==> src/rtl/ibex_rvfi_pkg.sv <==
// +--------------------------------------------------------------------------+
// | ibex_rvfi_pkg : shared RVFI retirement record and FIFO state types       |
// | Revision: 1.0                                                            |
// +--------------------------------------------------------------------------+
`default_nettype none

package ibex_rvfi_pkg;

    localparam int unsigned XLEN = 32;

    typedef struct packed {
        logic [63:0]     order;
        logic [31:0]     insn;
        logic [XLEN-1:0] pc_rdata;
        logic [4:0]      rd_addr;
        logic [XLEN-1:0] rd_wdata;
        logic            trap;
        logic            halt;
    } rvfi_rec_t;

    typedef enum logic [1:0] {
        RVFI_IDLE   = 2'd0,
        RVFI_RUN    = 2'd1,
        RVFI_HALTED = 2'd2,
        RVFI_ERROR  = 2'd3
    } rvfi_fifo_state_e;

endpackage

`default_nettype wire

==> src/rtl/ibex_rvfi_order_chk.sv <==
// +--------------------------------------------------------------------------+
// | ibex_rvfi_order_chk : per-lane retirement order match and next order     |
// | Revision: 1.0                                                            |
// +--------------------------------------------------------------------------+
`default_nettype none

module ibex_rvfi_order_chk #(
    parameter int NRET = 1
) (
    input  logic [63:0]            exp_i,
    input  logic [NRET-1:0]        valid_i,
    input  logic [NRET-1:0][63:0]  order_i,
    output logic                   match_o,
    output logic [1:0]             cnt_o,
    output logic [63:0]            exp_next_o
);

    logic [NRET-1:0] w_lane_ok;

    // Lane k must carry exp + k; idle lanes never cause a mismatch.
    for (genvar k = 0; k < NRET; k++) begin : g_lane
        assign w_lane_ok[k] = !valid_i[k] || (order_i[k] == (exp_i + 64'(k)));
    end

    always_comb begin
        cnt_o = '0;
        for (int k = 0; k < NRET; k++) begin
            cnt_o = cnt_o + {1'b0, valid_i[k]};
        end
    end

    assign match_o    = &w_lane_ok;
    assign exp_next_o = exp_i + {62'd0, cnt_o};

endmodule

`default_nettype wire

==> src/rtl/ibex_rvfi_retire_fifo.sv <==
// +--------------------------------------------------------------------------+
// | ibex_rvfi_retire_fifo : multi-lane RVFI retirement buffer with checking  |
// | Revision: 1.0                                                            |
// +--------------------------------------------------------------------------+
`default_nettype none

module ibex_rvfi_retire_fifo
    import ibex_rvfi_pkg::*;
#(
    parameter int          NRET        = 1,
    parameter int          DEPTH       = 8,
    parameter logic [63:0] ORDER_START = 64'd1
) (
    input  logic                         clk_i,
    input  logic                         rst_ni,
    input  logic [NRET-1:0]              ret_valid_i,
    input  rvfi_rec_t [NRET-1:0]         ret_i,
    output logic                         out_valid_o,
    input  logic                         out_ready_i,
    output rvfi_rec_t                    out_rec_o,
    output logic [$clog2(DEPTH+1)-1:0]   level_o,
    output rvfi_fifo_state_e             state_o,
    output logic                         overflow_o,
    output logic                         order_err_o
);

    localparam int PW = $clog2(DEPTH);
    localparam int LW = $clog2(DEPTH+1);
    localparam int FW = LW + 1;
    localparam logic [FW-1:0] DEPTH_F = FW'(DEPTH);

    rvfi_rec_t        mem_q [DEPTH];
    logic [PW-1:0]    rptr_q, rptr_d;
    logic [PW-1:0]    wptr_q, wptr_d;
    logic [LW-1:0]    level_q, level_d;
    logic [63:0]      exp_q, exp_d;
    rvfi_fifo_state_e state_q, state_d;
    logic             overflow_q, overflow_d;
    logic             order_err_q, order_err_d;

    logic [NRET-1:0][63:0] w_orders;
    logic                  w_match;
    logic [1:0]            w_cnt;
    logic [63:0]           w_exp_next;
    logic                  w_any_valid;
    logic                  w_proto_err;
    logic                  w_push_halt;
    logic                  w_pop;
    logic                  w_push;
    logic [FW-1:0]         w_free;

    for (genvar k = 0; k < NRET; k++) begin : g_ord
        assign w_orders[k] = ret_i[k].order;
    end

    ibex_rvfi_order_chk #(
        .NRET (NRET)
    ) u_order_chk (
        .exp_i      (exp_q),
        .valid_i    (ret_valid_i),
        .order_i    (w_orders),
        .match_o    (w_match),
        .cnt_o      (w_cnt),
        .exp_next_o (w_exp_next)
    );

    assign w_any_valid = |ret_valid_i;
    assign out_valid_o = (level_q != '0);
    assign w_pop       = out_valid_o & out_ready_i;
    assign w_free      = DEPTH_F - FW'(level_q) + FW'(w_pop);

    // Lanes must be compacted, and a halting record must be the last valid lane.
    always_comb begin
        w_proto_err = (state_q == RVFI_HALTED) && w_any_valid;
        w_push_halt = 1'b0;
        for (int k = 0; k < NRET; k++) begin
            if (ret_valid_i[k] && ret_i[k].halt) begin
                w_push_halt = 1'b1;
            end
            if (k > 0) begin
                if (ret_valid_i[k] && !ret_valid_i[k-1]) begin
                    w_proto_err = 1'b1;
                end
                if (ret_valid_i[k] && ret_valid_i[k-1] && ret_i[k-1].halt) begin
                    w_proto_err = 1'b1;
                end
            end
        end
    end

    always_comb begin
        w_push      = 1'b0;
        state_d     = state_q;
        exp_d       = exp_q;
        overflow_d  = overflow_q;
        order_err_d = order_err_q;
        if (w_any_valid && (state_q != RVFI_ERROR)) begin
            if (w_proto_err || !w_match) begin
                order_err_d = 1'b1;
                state_d     = RVFI_ERROR;
            end else if (FW'(w_cnt) > w_free) begin
                overflow_d = 1'b1;
                state_d    = RVFI_ERROR;
            end else begin
                w_push  = 1'b1;
                exp_d   = w_exp_next;
                state_d = w_push_halt ? RVFI_HALTED : RVFI_RUN;
            end
        end
    end

    assign wptr_d  = wptr_q + (w_push ? PW'(w_cnt) : PW'(0));
    assign rptr_d  = rptr_q + PW'(w_pop);
    assign level_d = level_q + (w_push ? LW'(w_cnt) : LW'(0)) - LW'(w_pop);

    always_ff @(posedge clk_i) begin
        if (!rst_ni) begin
            rptr_q      <= '0;
            wptr_q      <= '0;
            level_q     <= '0;
            exp_q       <= ORDER_START;
            state_q     <= RVFI_IDLE;
            overflow_q  <= 1'b0;
            order_err_q <= 1'b0;
        end else begin
            rptr_q      <= rptr_d;
            wptr_q      <= wptr_d;
            level_q     <= level_d;
            exp_q       <= exp_d;
            state_q     <= state_d;
            overflow_q  <= overflow_d;
            order_err_q <= order_err_d;
        end
    end

    // Storage carries no reset; the zero output when empty hides stale contents.
    always_ff @(posedge clk_i) begin
        for (int k = 0; k < NRET; k++) begin
            if (rst_ni && w_push && ret_valid_i[k]) begin
                mem_q[wptr_q + PW'(k)] <= ret_i[k];
            end
        end
    end

    assign out_rec_o   = out_valid_o ? mem_q[rptr_q] : '0;
    assign level_o     = level_q;
    assign state_o     = state_q;
    assign overflow_o  = overflow_q;
    assign order_err_o = order_err_q;

endmodule

`default_nettype wire

==> config.mk <==
export PLATFORM = sky130hd
export DESIGN_NAME = ibex_rvfi_retire_fifo
export DESIGN_NICKNAME = d
export VERILOG_FILES = /design/src/rtl/ibex_rvfi_pkg.sv /design/src/rtl/ibex_rvfi_order_chk.sv /design/src/rtl/ibex_rvfi_retire_fifo.sv
export SDC_FILE = /design/constraint.sdc
export NUM_CORES = 1
export LEC_CHECK = 0
export BUFFER_PORTS_ARGS = -buffer_cell sky130_fd_sc_hd__buf_2
export CAP_MARGIN = 15
export CORE_MARGIN = 5
export CORE_UTILIZATION = 55
export CTS_BUF_LIST = sky130_fd_sc_hd__clkbuf_8 sky130_fd_sc_hd__clkbuf_16
export DETAILED_ROUTE_END_ITERATION = 10
export PLACE_DENSITY = 0.8
export SKIP_LAST_GASP = 1
export SLEW_MARGIN = 20
export SYNTH_ARGS = -nofsm -noshare
export SYNTH_HDL_FRONTEND = slang
export SYNTH_SLANG_ARGS = --single-unit
export TNS_END_PERCENT = 100
==> constraint.sdc <==
create_clock -name clk_i -period 23.8 [get_ports clk_i]
set_input_delay 3.57 -clock clk_i [delete_from_list [all_inputs] [get_ports clk_i]]
set_output_delay 3.57 -clock clk_i [all_outputs]
set_load 0.03 [all_outputs]
==> flow_metrics.tcl <==
set metrics [dict create \
    outcome "finished, final reports clean" \
    routedWlPerCell_um 27.7 \
    min_period_ps 8310 \
    cts_buffers 142 \
    path_class "input pin to flop" \
    leakage_uw 0.0200 \
    clkTransAtPathRegs_ps 60 \
    cts.sinks 1414 \
    combPwrFrac_pct 24.6 \
    reg2reg_slack_ps 17520 \
    cts_setup_buffers 0 \
    hp-start "exp_q[63]" \
    peakVddDrop_mv 0.107 \
    maxSlewHeadroom_pct 19.3 \
    slowest_delay_ps 870 \
    hold_buffers 0 \
    max_freq_mhz 120 \
    detailed_place_hpwl_um 70900 \
    initial_core_util_pct 55.4 \
    post-place-ws_ps 14740 \
    dieArea_sq_um 107000 \
    avgSynthCellArea_sq_um 20.3 \
    pwr_density_cell_nw_per_um2 102 \
    fin_skew_ps 34.3 \
    cts_tree "built" \
    drv_slew 0 \
    path_delay_family "simple AND/OR/NAND/NOR gates" \
    grt_pass1_wl_um 189000 \
    setup_viol 0 \
    ios 347 \
    p_clk_share_pct 32.6 \
    ys_ff_latch 1414 \
    die-height_um 327 \
    synth_edf_count 1336 \
    area_growth_pct 14.0 \
    insertion_delay_ps 750 \
    synth_nets 2909 \
    grt-ovfl-total 0 \
    n_fill_cell 6601 \
    yosysWarnings 0 \
    synth_cell_types 57 \
    worst_slack_ps 15490 \
    drv_cap 0 \
    yosys_most_used_dff "edfxtp_1" \
    cts_resized 0 \
    critPathLaunchType "input pin" \
    viasPerCell 6.21 \
    regToRegStartpoint "level_o[2]" \
    grt_max_degree 142 \
    cp-startpoint "ret_i[117]" \
    cts.path.max_buffers 3 \
    p_sw_share_pct 29.9 \
    grt_antenna_before_repair 30 \
    first_iter_violations 2801 \
    drtAntennaViolNets 0 \
    track_usage_pct 23.6 \
    hold_class "flop to flop" \
    std_cell_rows 116 \
    hold_viol_final 0 \
    vias 28181 \
    worst_pin_slew_ps 1210 \
    grt_pass1_vias 29399 \
    cp_max_fo 54 \
    port_buffers 346 \
    end_kind "flop" \
    synth_area_sq_um 55400 \
    remaining_drc_errors 0 \
    cts.htree.levels 4 \
    synthCells 2721 \
    die_w_um 327 \
    rsz0062_at_grt "false" \
    period_share_pct 34.9 \
    core-area_sq_um 100000 \
    finalNetCount 3290 \
    crit_chain "buf_2, xnor2_1, nand4_1, nor4_1, nand4_1, or2_2, inv_2, nand2_1, nor2_4, buf_4, buf_4" \
    cp_slowest_cell "buf_4" \
    tns_ps 0 \
    root_buffer "clkbuf_16" \
    drive_above_1_share_pct 29.1 \
    seq_power_share_pct 42.8 \
    place_congestion 0.849 \
    intPower_uw 4510 \
    switching_power_uw 1930 \
    worst_ep_required_time_ps 24150 \
    first_pass_iters 6 \
    critPathBufInv 4 \
    yosysSeqAreaShare_pct 75.3 \
    wl_um 126000 \
    crit_arrival_ps 8650 \
    async_flop_share_pct 0 \
]
state kept, by name, indices dropped and copies added (netlist names):
register	count
overflow_o	1
level_o	4
mem_q	1336
rptr_q	3
state_o	2
order_err_o	1
exp_q	64
wptr_q	3
path summary, 6_finish.rpt:
| path | end | cells after the start |
|---|---|---|
| worst min register to register | exp_q[63] | 2 |
| worst max-delay path | mem_q[5][11] | 11 |
| worst min-delay path | exp_q[63] | 2 |
| worst max register to register | mem_q[5][11] | 18 |
cells in the mapped netlist (2+ instances only):
cell / number / area, sq um
a2111o_1: 2 / 22.5
a21o_1: 3 / 22.5
a21oi_1: 30 / 150
and2_1: 10 / 62.6
and3_1: 12 / 75.1
and4_1: 8 / 70.1
buf_1: 49 / 184
buf_2: 6 / 30.0
buf_6: 2 / 22.5
clkbuf_1: 89 / 334
dfxtp_1: 78 / 1560
edfxtp_1: 1336 / 40100
ha_1: 16 / 200
inv_1: 25 / 93.8
mux2i_1: 192 / 1920
mux4_2: 334 / 7520
nand2_1: 54 / 203
nand2b_1: 38 / 238
nand3_1: 22 / 110
nand3b_1: 2 / 15.0
nand4_1: 30 / 188
nand4_2: 2 / 25.0
nor2_1: 196 / 736
nor2b_1: 7 / 43.8
nor3_1: 16 / 80.1
nor4_1: 9 / 56.3
nor4_2: 3 / 37.5
nor4b_1: 2 / 17.5
o2111ai_1: 3 / 26.3
o211ai_1: 3 / 22.5
o21a_1: 2 / 15.0
o21ai_0: 10 / 50.1
o311ai_0: 7 / 61.3
o31ai_1: 11 / 82.6
o41ai_1: 8 / 70.1
or2_1: 2 / 12.5
or3_1: 8 / 50.1
or4_1: 16 / 120
xnor2_1: 58 / 508
xor2_1: 3 / 26.3
tightest hold or removal path, stage by stage (launching register included):
cell and delay [ps]:
dfxtp_1 320, nand2_1 60, mux2i_1 50
layer usage:
metal  routed length [um]  vias up  GRT usage [%]  share of wire, %
li1                     -    11900              -                 -
met1                48200    14703           31.9                38
met2                62900     1327           39.2                50
met3                11200      231           5.38               8.9
met4                 3260       20           6.88               2.6
met5                  146        -              0              0.12
metrics by stage:
step                      cell area (sq um)  utilization, %  total power (uW)  cells  hold slack, ps
after floorplan                       55400               -              3930   2721             455
after global placement                58500            58.5              4380   4254             466
after detailed placement              58600            58.6              4410   4255             472
after CTS                             63000            63.0              6490   4512             482
after global routing                  63000            63.0              6700   4521             497
final                                 63100            63.1              6430   4539             482
cells by family (layout without fill, tap and decap cells):
family / Yosys count / after routing / synth area share [%]
compound gates: 84 / 84 / 1.03
xor+xnor: 61 / 61 / 0.965
fa+ha+maj: 17 / 17 / 0.398
buf+inv: 173 / 667 / 1.22
flops: 1414 / 1414 / 75.3
mux: 526 / 526 / 17.1
other cells: 0 / 26 / 0
simple gates: 446 / 446 / 4.03
cells in the final DEF (no fill, tap or decap), types with 10 or more instances in the layout:
cell type,netlist,layout
mux4_2,334,334
buf_2,6,346
dfxtp_1,78,75
edfxtp_1,1336,1336
mux2i_1,192,192
nand4_1,30,30
inv_1,25,60
ha_1,16,16
clkinv_1,0,31
or4_1,16,16
nand3_1,22,22
o31ai_1,11,11
clkbuf_16,0,146
nand2b_1,38,38
and3_1,12,12
nand2_1,54,53
a21oi_1,30,30
buf_4,1,28
nor2_1,196,194
nor3_1,16,12
xnor2_1,58,58
clkinv_2,0,18
diode_2,0,26
o21ai_0,10,10
cell type report:
class / count / area (sq um) / area share, %
flip-flops and latches: 1414 / 41700 / 66.1
diodes: 26 / 65.1 / 0.103
well taps: 1298 / 1620 / 2.57
clock buffers: 152 / 3740 / 5.92
inverters: 26 / 97.6 / 0.155
multi-input cells: 1134 / 13000 / 20.7
clock inverters: 105 / 692 / 1.10
repair buffers: 384 / 2130 / 3.38
power groups by stage:
stage | clock network [uW] | logic [uW] | registers, uW
2_1_floorplan | 0 | 1140 | 2790
3_3_place_gp | 0 | 1570 | 2810
3_5_place_dp | 0 | 1600 | 2810
4_1_cts | 2130 | 1610 | 2760
5_1_grt | 2250 | 1690 | 2760
6_report | 2100 | 1580 | 2760
Note: power is estimated with default switching activity, not from simulation.
